<file path="config.mk">
export PLATFORM = sky130hd
export DESIGN_NAME = apb_cmd_master
export DESIGN_NICKNAME = d
export VERILOG_FILES = /design/src/rtl/apb_pkg.sv /design/src/rtl/apb_cmd_master.sv
export SDC_FILE = /design/constraint.sdc
export NUM_CORES = 1
export LEC_CHECK = 0
export BUFFER_PORTS_ARGS = -buffer_cell sky130_fd_sc_hd__buf_2
export CORE_UTILIZATION = 45
export DETAILED_ROUTE_END_ITERATION = 10
export PLACE_DENSITY_LB_ADDON = 0.25
export SYNTH_ARGS = -nofsm -noshare
export SYNTH_HDL_FRONTEND = slang
export SYNTH_SLANG_ARGS = --single-unit
</file>
<file path="constraint.sdc">
create_clock -name clk -period 2.75 [get_ports clk]
set_clock_uncertainty 0.05 [all_clocks]
set_input_delay 0.4125 -clock clk [delete_from_list [all_inputs] [get_ports clk]]
set_output_delay 0.4125 -clock clk [all_outputs]
set_load 0.01 [all_outputs]
</file>
<file path="src/rtl/apb_pkg.sv">
// Shared APB types: FSM state encoding, default bus widths and the
// command bundle carried from the command port onto the APB bus.
package apb_pkg;

  localparam int APB_ADDR_W = 10;
  localparam int APB_DATA_W = 32;

  typedef enum logic [1:0] {
    IDLE   = 2'd0,
    SETUP  = 2'd1,
    ACCESS = 2'd2,
    RESP   = 2'd3
  } apb_state_t;

  typedef struct packed {
    logic                  write;
    logic [APB_ADDR_W-1:0] addr;
    logic [APB_DATA_W-1:0] data;
  } apb_cmd_t;

endpackage

</file>
<file path="src/rtl/apb_cmd_master.sv">
// APB requester: turns one valid/ready command into an APB SETUP/ACCESS
// transfer and returns exactly one response per command. A saturating
// wait-state counter aborts transfers whose slave never raises pready.
// The command bundle uses the package struct, so ADDR_W/DATA_W are
// expected to stay at the package default widths.
module apb_cmd_master
  import apb_pkg::*;
#(
  parameter int ADDR_W  = APB_ADDR_W,
  parameter int DATA_W  = APB_DATA_W,
  parameter int TIMEOUT = 16
) (
  input  logic              clk,
  input  logic              reset,
  input  logic              cmd_valid_i,
  output logic              cmd_ready_o,
  input  logic              cmd_write_i,
  input  logic [ADDR_W-1:0] cmd_addr_i,
  input  logic [DATA_W-1:0] cmd_wdata_i,
  output logic              rsp_valid_o,
  input  logic              rsp_ready_i,
  output logic [DATA_W-1:0] rsp_rdata_o,
  output logic              rsp_err_o,
  output logic              psel_o,
  output logic              penable_o,
  output logic              pwrite_o,
  output logic [ADDR_W-1:0] paddr_o,
  output logic [DATA_W-1:0] pwdata_o,
  input  logic [DATA_W-1:0] prdata_i,
  input  logic              pready_i
);

  localparam int CNT_W = $clog2(TIMEOUT + 1);
  localparam logic [CNT_W-1:0] CNT_MAX = CNT_W'(TIMEOUT);

  apb_state_t       state_reg;
  logic [CNT_W-1:0] wait_cnt_reg;
  logic [CNT_W-1:0] wait_cnt_next;
  apb_cmd_t         cmd_in;

  assign cmd_in = '{write: cmd_write_i, addr: cmd_addr_i, data: cmd_wdata_i};

  // Handshake flags come straight from the state register; ready is masked
  // while reset is held so nothing looks acceptable during reset.
  assign cmd_ready_o = (state_reg == IDLE) && !reset;
  assign rsp_valid_o = (state_reg == RESP);

  // Saturating increment: the counter parks at TIMEOUT instead of wrapping.
  always_comb begin
    wait_cnt_next = wait_cnt_reg;
    if (wait_cnt_reg != CNT_MAX) begin
      wait_cnt_next = wait_cnt_reg + CNT_W'(1);
    end
  end

  // Transfer FSM with all APB and response outputs registered.
  always_ff @(posedge clk or posedge reset) begin
    if (reset) begin
      state_reg    <= IDLE;
      wait_cnt_reg <= '0;
      psel_o       <= 1'b0;
      penable_o    <= 1'b0;
      pwrite_o     <= 1'b0;
      paddr_o      <= '0;
      pwdata_o     <= '0;
      rsp_rdata_o  <= '0;
      rsp_err_o    <= 1'b0;
    end else begin
      case (state_reg)
        IDLE: begin
          if (cmd_valid_i) begin
            state_reg    <= SETUP;
            wait_cnt_reg <= '0;
            psel_o       <= 1'b1;
            penable_o    <= 1'b0;
            pwrite_o     <= cmd_in.write;
            paddr_o      <= cmd_in.addr;
            pwdata_o     <= cmd_in.data;
          end
        end
        SETUP: begin
          state_reg    <= ACCESS;
          wait_cnt_reg <= '0;
          penable_o    <= 1'b1;
        end
        ACCESS: begin
          if (pready_i) begin
            // A ready slave wins even on the edge the timeout would fire.
            state_reg   <= RESP;
            rsp_rdata_o <= pwrite_o ? '0 : prdata_i;
            rsp_err_o   <= 1'b0;
            psel_o      <= 1'b0;
            penable_o   <= 1'b0;
            pwrite_o    <= 1'b0;
            paddr_o     <= '0;
            pwdata_o    <= '0;
          end else begin
            wait_cnt_reg <= wait_cnt_next;
            if (wait_cnt_next == CNT_MAX) begin
              state_reg   <= RESP;
              rsp_rdata_o <= '0;
              rsp_err_o   <= 1'b1;
              psel_o      <= 1'b0;
              penable_o   <= 1'b0;
              pwrite_o    <= 1'b0;
              paddr_o     <= '0;
              pwdata_o    <= '0;
            end
          end
        end
        RESP: begin
          if (rsp_ready_i) begin
            state_reg <= IDLE;
          end
        end
        default: state_reg <= IDLE;
      endcase
    end
  end

endmodule
</file>
# Word level (Yosys, flattened, before mapping)
# Index checks and enable logic that the tools add are counted.
[word_totals] wordCells=59 regBits=85
[op_classes] reduce_logical=11 n_eq_ne=9 muxes=29 n_addsub=1
[op_table] operator="two-way mux 32 bit" count=5
[op_table] operator="case mux 32 bit (2 select lines)" count=1
[op_table] operator="two-way mux 10 bit" count=3
[op_table] operator="case mux 10 bit (2 select lines)" count=1
[op_table] operator="two-way mux 5 bit" count=3
[op_table] operator="case mux 5 bit (3 select lines)" count=1
[op_table] operator="AND reduction 3 bit" count=4
[op_table] operator="two-way mux 2 bit" count=4
[op_table] operator="case mux 2 bit (4 select lines)" count=1
[op_table] operator="two-way mux 1 bit" count=7
[op_table] operator="adder 5 x 1 -> 5 bit (second input constant)" count=1
[op_table] operator="== test 5 bit (second input constant)" count=1
[op_table] operator="!= test 5 bit (second input constant)" count=1
[op_table] operator="== test 2 bit (second input constant)" count=2
[op_table] operator="!= test 2 bit (second input constant)" count=2
[op_table] operator="case mux 1 bit (2 select lines)" count=2
[op_table] operator="nonzero test 2 bit" count=2
[op_table] operator="!= test 3 bit (second input constant)" count=1
[op_table] operator="case mux 1 bit (3 select lines)" count=1
[op_table] operator="nonzero test 3 bit" count=1
[op_table] operator="== test 2 x 1 -> 1 bit (second input constant)" count=1
[op_table] operator="logical NOT 2 bit" count=1
[op_table] operator="!= test 2 x 1 -> 1 bit (second input constant)" count=1
[op_table] operator="AND reduction 2 bit" count=1
[op_table] operator="other kinds (2)" count=2

# Longest topological paths before layout
[depth] word_depth=6 depth_mapped=8

# Worst setup path after synthesis
# Ideal clock, no wire load.
[synth_path] path_type="flip-flop to flip-flop" start="reg wait_cnt_reg[0]" end="reg state_reg[0]" arrival_time_ns=1.729 slack_ns=0.847 path_stages_with_launch=8 path_cell_list="dfrtp_1 inv_1 ha_1 and4bb_4 mux2i_2 nor3_4 buf_6 o31a_1"
[synth_between] elab_chain_cells=5 elab_cells_between_ends=6 cone_classes="1 x add/sub; 3 x eq/ne; 1 x mux; 1 x reduce/logical"
[synth_lines] element="from (decl)" line_no="apb_cmd_master.sv:37" text="logic [CNT_W-1:0] wait_cnt_reg;"
[synth_lines] element="from (signal assigned)" line_no="apb_cmd_master.sv:98" text="wait_cnt_reg <= wait_cnt_next;"
[synth_lines] element="adder 5 x 1 -> 5 bit / != test 5 bit (equally long branches)" line_no="apb_cmd_master.sv:52, apb_cmd_master.sv:51"
[synth_lines] element="two-way mux 5 bit (*)" line_no="apb_cmd_master.sv:51" text="if (wait_cnt_reg != CNT_MAX) begin"
[synth_lines] element="== test 5 bit (*)" line_no="apb_cmd_master.sv:99" text="if (wait_cnt_next == CNT_MAX) begin"
[synth_lines] element="!= test 3 bit (no line) (*)"
[synth_lines] element="AND reduction 3 bit (no line) (*)"
[synth_lines] element="to (signal assigned)" line_no="apb_cmd_master.sv:59" text="state_reg <= IDLE;"
[synth_lines] element="to (signal assigned)" line_no="apb_cmd_master.sv:100" text="state_reg <= RESP;"
[synth_lines] element="to (signal assigned)" line_no="apb_cmd_master.sv:113" text="state_reg <= IDLE;"
[synth_lines] element="to (decl)" line_no="apb_cmd_master.sv:36" text="apb_state_t state_reg;"
# Every way passes the cells marked *; elsewhere a longest branch is shown, timed or not.
# A chain may end at the register's enable or synchronous reset.

# Final worst setup path
[layout_path] start="reg state_reg[1]" end="reg pwdata_o[8]"
[layout_between] elab_chain_cells=3 elab_cells_between_ends=7 cone_classes="3 x eq/ne; 1 x mux; 3 x reduce/logical"
[layout_lines] element="from (signal assigned)" line_no="apb_cmd_master.sv:59"
[layout_lines] element="from (signal assigned)" line_no="apb_cmd_master.sv:72" text="state_reg <= SETUP;"
[layout_lines] element="from (signal assigned)" line_no="apb_cmd_master.sv:82" text="state_reg <= ACCESS;"
[layout_lines] element="== test 2 bit / logical NOT 2 bit (equally long branches)" line_no="apb_cmd_master.sv:69" text="case (state_reg)"
[layout_lines] element="!= test 3 bit (no line), or another cell as far along"
[layout_lines] element="AND reduction 3 bit (no line)"
[layout_lines] element="to (signal assigned)" line_no="apb_cmd_master.sv:78" text="pwdata_o <= cmd_in.data;"
[layout_lines] element="to (decl)" line_no="apb_cmd_master.sv:28" text="output logic [DATA_W-1:0] pwdata_o,"
# Several ways; a longest one is shown, not always the timed one.

==> impl_metrics.json <==
{
  "dpl.hpwl_um": 7280,
  "intPower_mw": 3.267,
  "synth_edf_count": 0,
  "wire_per_inst_um": 14.93,
  "finalSetupTns_ns": 0,
  "fmax_mhz": 402.8,
  "leakagePower_nw": 2.481,
  "critPathLaunchType": "register",
  "n_fill_cell": 865,
  "combPwrFrac_pct": 46.3,
  "fin_crit_sh_pct": 90.27,
  "path_clk_slew_ns": 0.09,
  "io_pins": 160,
  "synthesis.area_um2": 4353,
  "crit_required_ns": 2.96,
  "yosysTopAreaCellShare_pct": 48.86,
  "start_util_pct": 46.89,
  "clockBufferDepth": 2,
  "setup_ws_ns": 0.2675,
  "syn_nets": 540,
  "die-area_um2": 10070,
  "antenna_cells": 0,
  "syn_area_per_cell_um2": 9.609,
  "postSynthCellCount": 453,
  "cts_hold_buf": 0,
  "drive_gt1_share_pct": 34.88,
  "power.share.sequential_pct": 37.3,
  "io_buffers": 159,
  "yosysWarningCount": 0,
  "drt-pass1-iter-count": 4,
  "insertion_delay_ns": 0.35,
  "synth_top_area_cell": "dfrtp_1",
  "cts_buffers": 9,
  "ys_ff_latch": 85,
  "postCtsResizedCells": 0,
  "layout_min_cycle_time_ns": 2.483,
  "placed_cells": 715,
  "h-tree-depth": 3,
  "postCtsSetupBuffers": 0,
  "final_max_slew_viol_count": 0,
  "max-slew-margin-rel_pct": 15.76,
  "syn2layout_area_growth_pct": 25.15,
  "peakVddDrop_mv": 0.4975,
  "preCtsSetupSlack_ns": 0.2980,
  "layout.nets": 684,
  "grt_overflow": 0,
  "hold_viol": 0,
  "ys_types": 43,
  "synth_area_leaders": "dfrtp_1 49%, a22oi_1 7.4%, o21ai_0 6.8%, nand2b_1 5.6%, nor2b_1 5.3%",
  "arrival_ns": 2.69,
  "place_congestion": 0.8463,
  "clock-sinks": 85,
  "die_w_um": 100.4,
  "async_flop_share_pct": 100.0,
  "drtIter0Drc": 197,
  "routed_wl_um": 10910,
  "synth_common_cells": "85 x dfrtp_1, 59 x o21ai_0, 47 x nand2_1, 43 x a22oi_1, 39 x nand2b_1",
  "viasPerCell": 5.319,
  "worstMarginPinSlew_ns": 1.237,
  "post-route-drc-count": 0,
  "largestRegisters": "pwdata_o (32), rsp_rdata_o (32), paddr_o (10)",
  "rsz0062_at_grt": "no",
  "antenna_found_initial": 0,
  "drv_cap": 0,
  "grt_pass1_wl_um": 17710,
  "run_status": "completed",
  "core_um2": 9284,
  "worstSetupPathType": "register to register",
  "final_cells": 731,
  "ant_nets": 0,
  "yosys.cell_count.top_type": "dfrtp_1",
  "p_switching_mw": 2.333,
  "power_density_nw_per_um2": 1028,
  "p_clk_share_pct": 16.5,
  "die_h_um": 100.4,
  "hp-class": "primary input to asynchronous set/reset pin",
  "setup_viol": 0,
  "crit_path_max_fanout": 23,
  "vias": 3888,
  "synthFlopType": "dfrtp_1",
  "switching_share_pct": 41.66,
  "grt_max_degree": 86,
  "grt_pass1_vias": 3677,
  "synth_seq_area_share_pct": 48.86,
  "cts_tree": "done",
  "r2r_slack_ns": 0.27,
  "rows": 35,
  "cp-end-kind": "register",
  "cts_root_buffer": "clkbuf_8",
  "track_usage_pct": 22.05
}
cell type report:
cell class / count / area (µm²) / area share (%)
flip-flops and latches: 85 / 2127 / 39.04
multi-input cells: 329 / 2056 / 37.74
repair buffers: 166 / 873.3 / 16.03
well taps: 129 / 161.4 / 2.963
clock buffers: 9 / 123.9 / 2.274
clock inverters: 7 / 82.58 / 1.516
inverters: 6 / 23.77 / 0.4364
kinds of logic after synthesis:
logic type / after synthesis / share of synthesized area (%)
AO/OA/AOI/OAI: 174 / 25.32
XOR/XNOR: 1 / 0.2012
adder cells (fa/ha/maj): 7 / 2.012
buffers and inverters: 39 / 4.484
flip-flops: 85 / 48.86
multiplexers: 2 / 0.5461
AND/OR/NAND/NOR: 145 / 18.57
layer usage:
layer	global-route usage (%)	vias to the layer above	routed length, µm
met2	36.62	93	5356
met5	0	-	0
met1	29.08	1902	4920
li1	-	1886	-
met4	5.909	0	93
met3	5.084	7	545
power groups by stage:
stage | sequential [mW] | combinational [mW] | clock (mW)
after floorplan | 2.26 | 1.54 | 0
after global placement | 2.08 | 2.53 | 0
after detailed placement | 2.10 | 2.63 | 0
after CTS | 2.09 | 2.62 | 0.943
after global routing | 2.15 | 2.91 | 1.00
final | 2.09 | 2.59 | 0.922
worst max-delay path, cell delays in order, from the launching register on:
cell and delay, ns:
dfrtp_1 0.44, inv_1 0.15, ha_1 0.32, nand2_1 0.10, nor2_2 0.65, buf_4 0.40
a22oi_1 0.13, o21ai_0 0.15
layout by cell type (no fill, tap or decap), types with 2 or more instances in the layout:
cell type,count
nand2_1,47
a22oi_1,43
o41ai_1,2
nor2_1,3
o21a_1,2
nor2_2,2
a22o_1,3
a21oi_1,36
clkbuf_8,9
inv_8,2
nand3_1,4
or4_1,2
nand2b_1,39
clkinv_2,2
buf_2,159
inv_1,5
nor2b_1,36
buf_12,2
dfrtp_1,85
ha_1,7
o21ai_0,59
clkinv_4,2
buf_4,5
o21ai_2,20
nand3b_1,2
worst paths after layout:
| check | start | end | cells past startpoint |
|---|---|---|---|
| worst max-delay path | state_reg[1] | pwdata_o[8] | 7 |
| worst min-delay path | reset | paddr_o[2] | 3 |
| worst max register to register | state_reg[1] | pwdata_o[8] | 7 |
| worst min register to register | rsp_err_o | rsp_err_o | 1 |
| max in group asynchronous | reset | pwdata_o[6] | 3 |
| min in group clk | prdata_i[19] | rsp_rdata_o[19] | 3 |
metrics by stage:
| step | util [%] | hold slack, ns | instance area (µm²) | power [mW] |
|---|---|---|---|---|
| 2_1_floorplan | - | 0.4686 | 4353 | 3.799 |
| 3_3_place_gp | 56.46 | 0.4353 | 5241 | 4.615 |
| 3_5_place_dp | 56.46 | 0.4425 | 5241 | 4.726 |
| 4_1_cts | 58.68 | 0.1276 | 5448 | 5.651 |
| 5_1_grt | 58.68 | 0.1368 | 5448 | 6.065 |
| 6_report | 58.68 | 0.1053 | 5448 | 5.601 |
No activity file was read; power rests on OpenSTA's default activity.
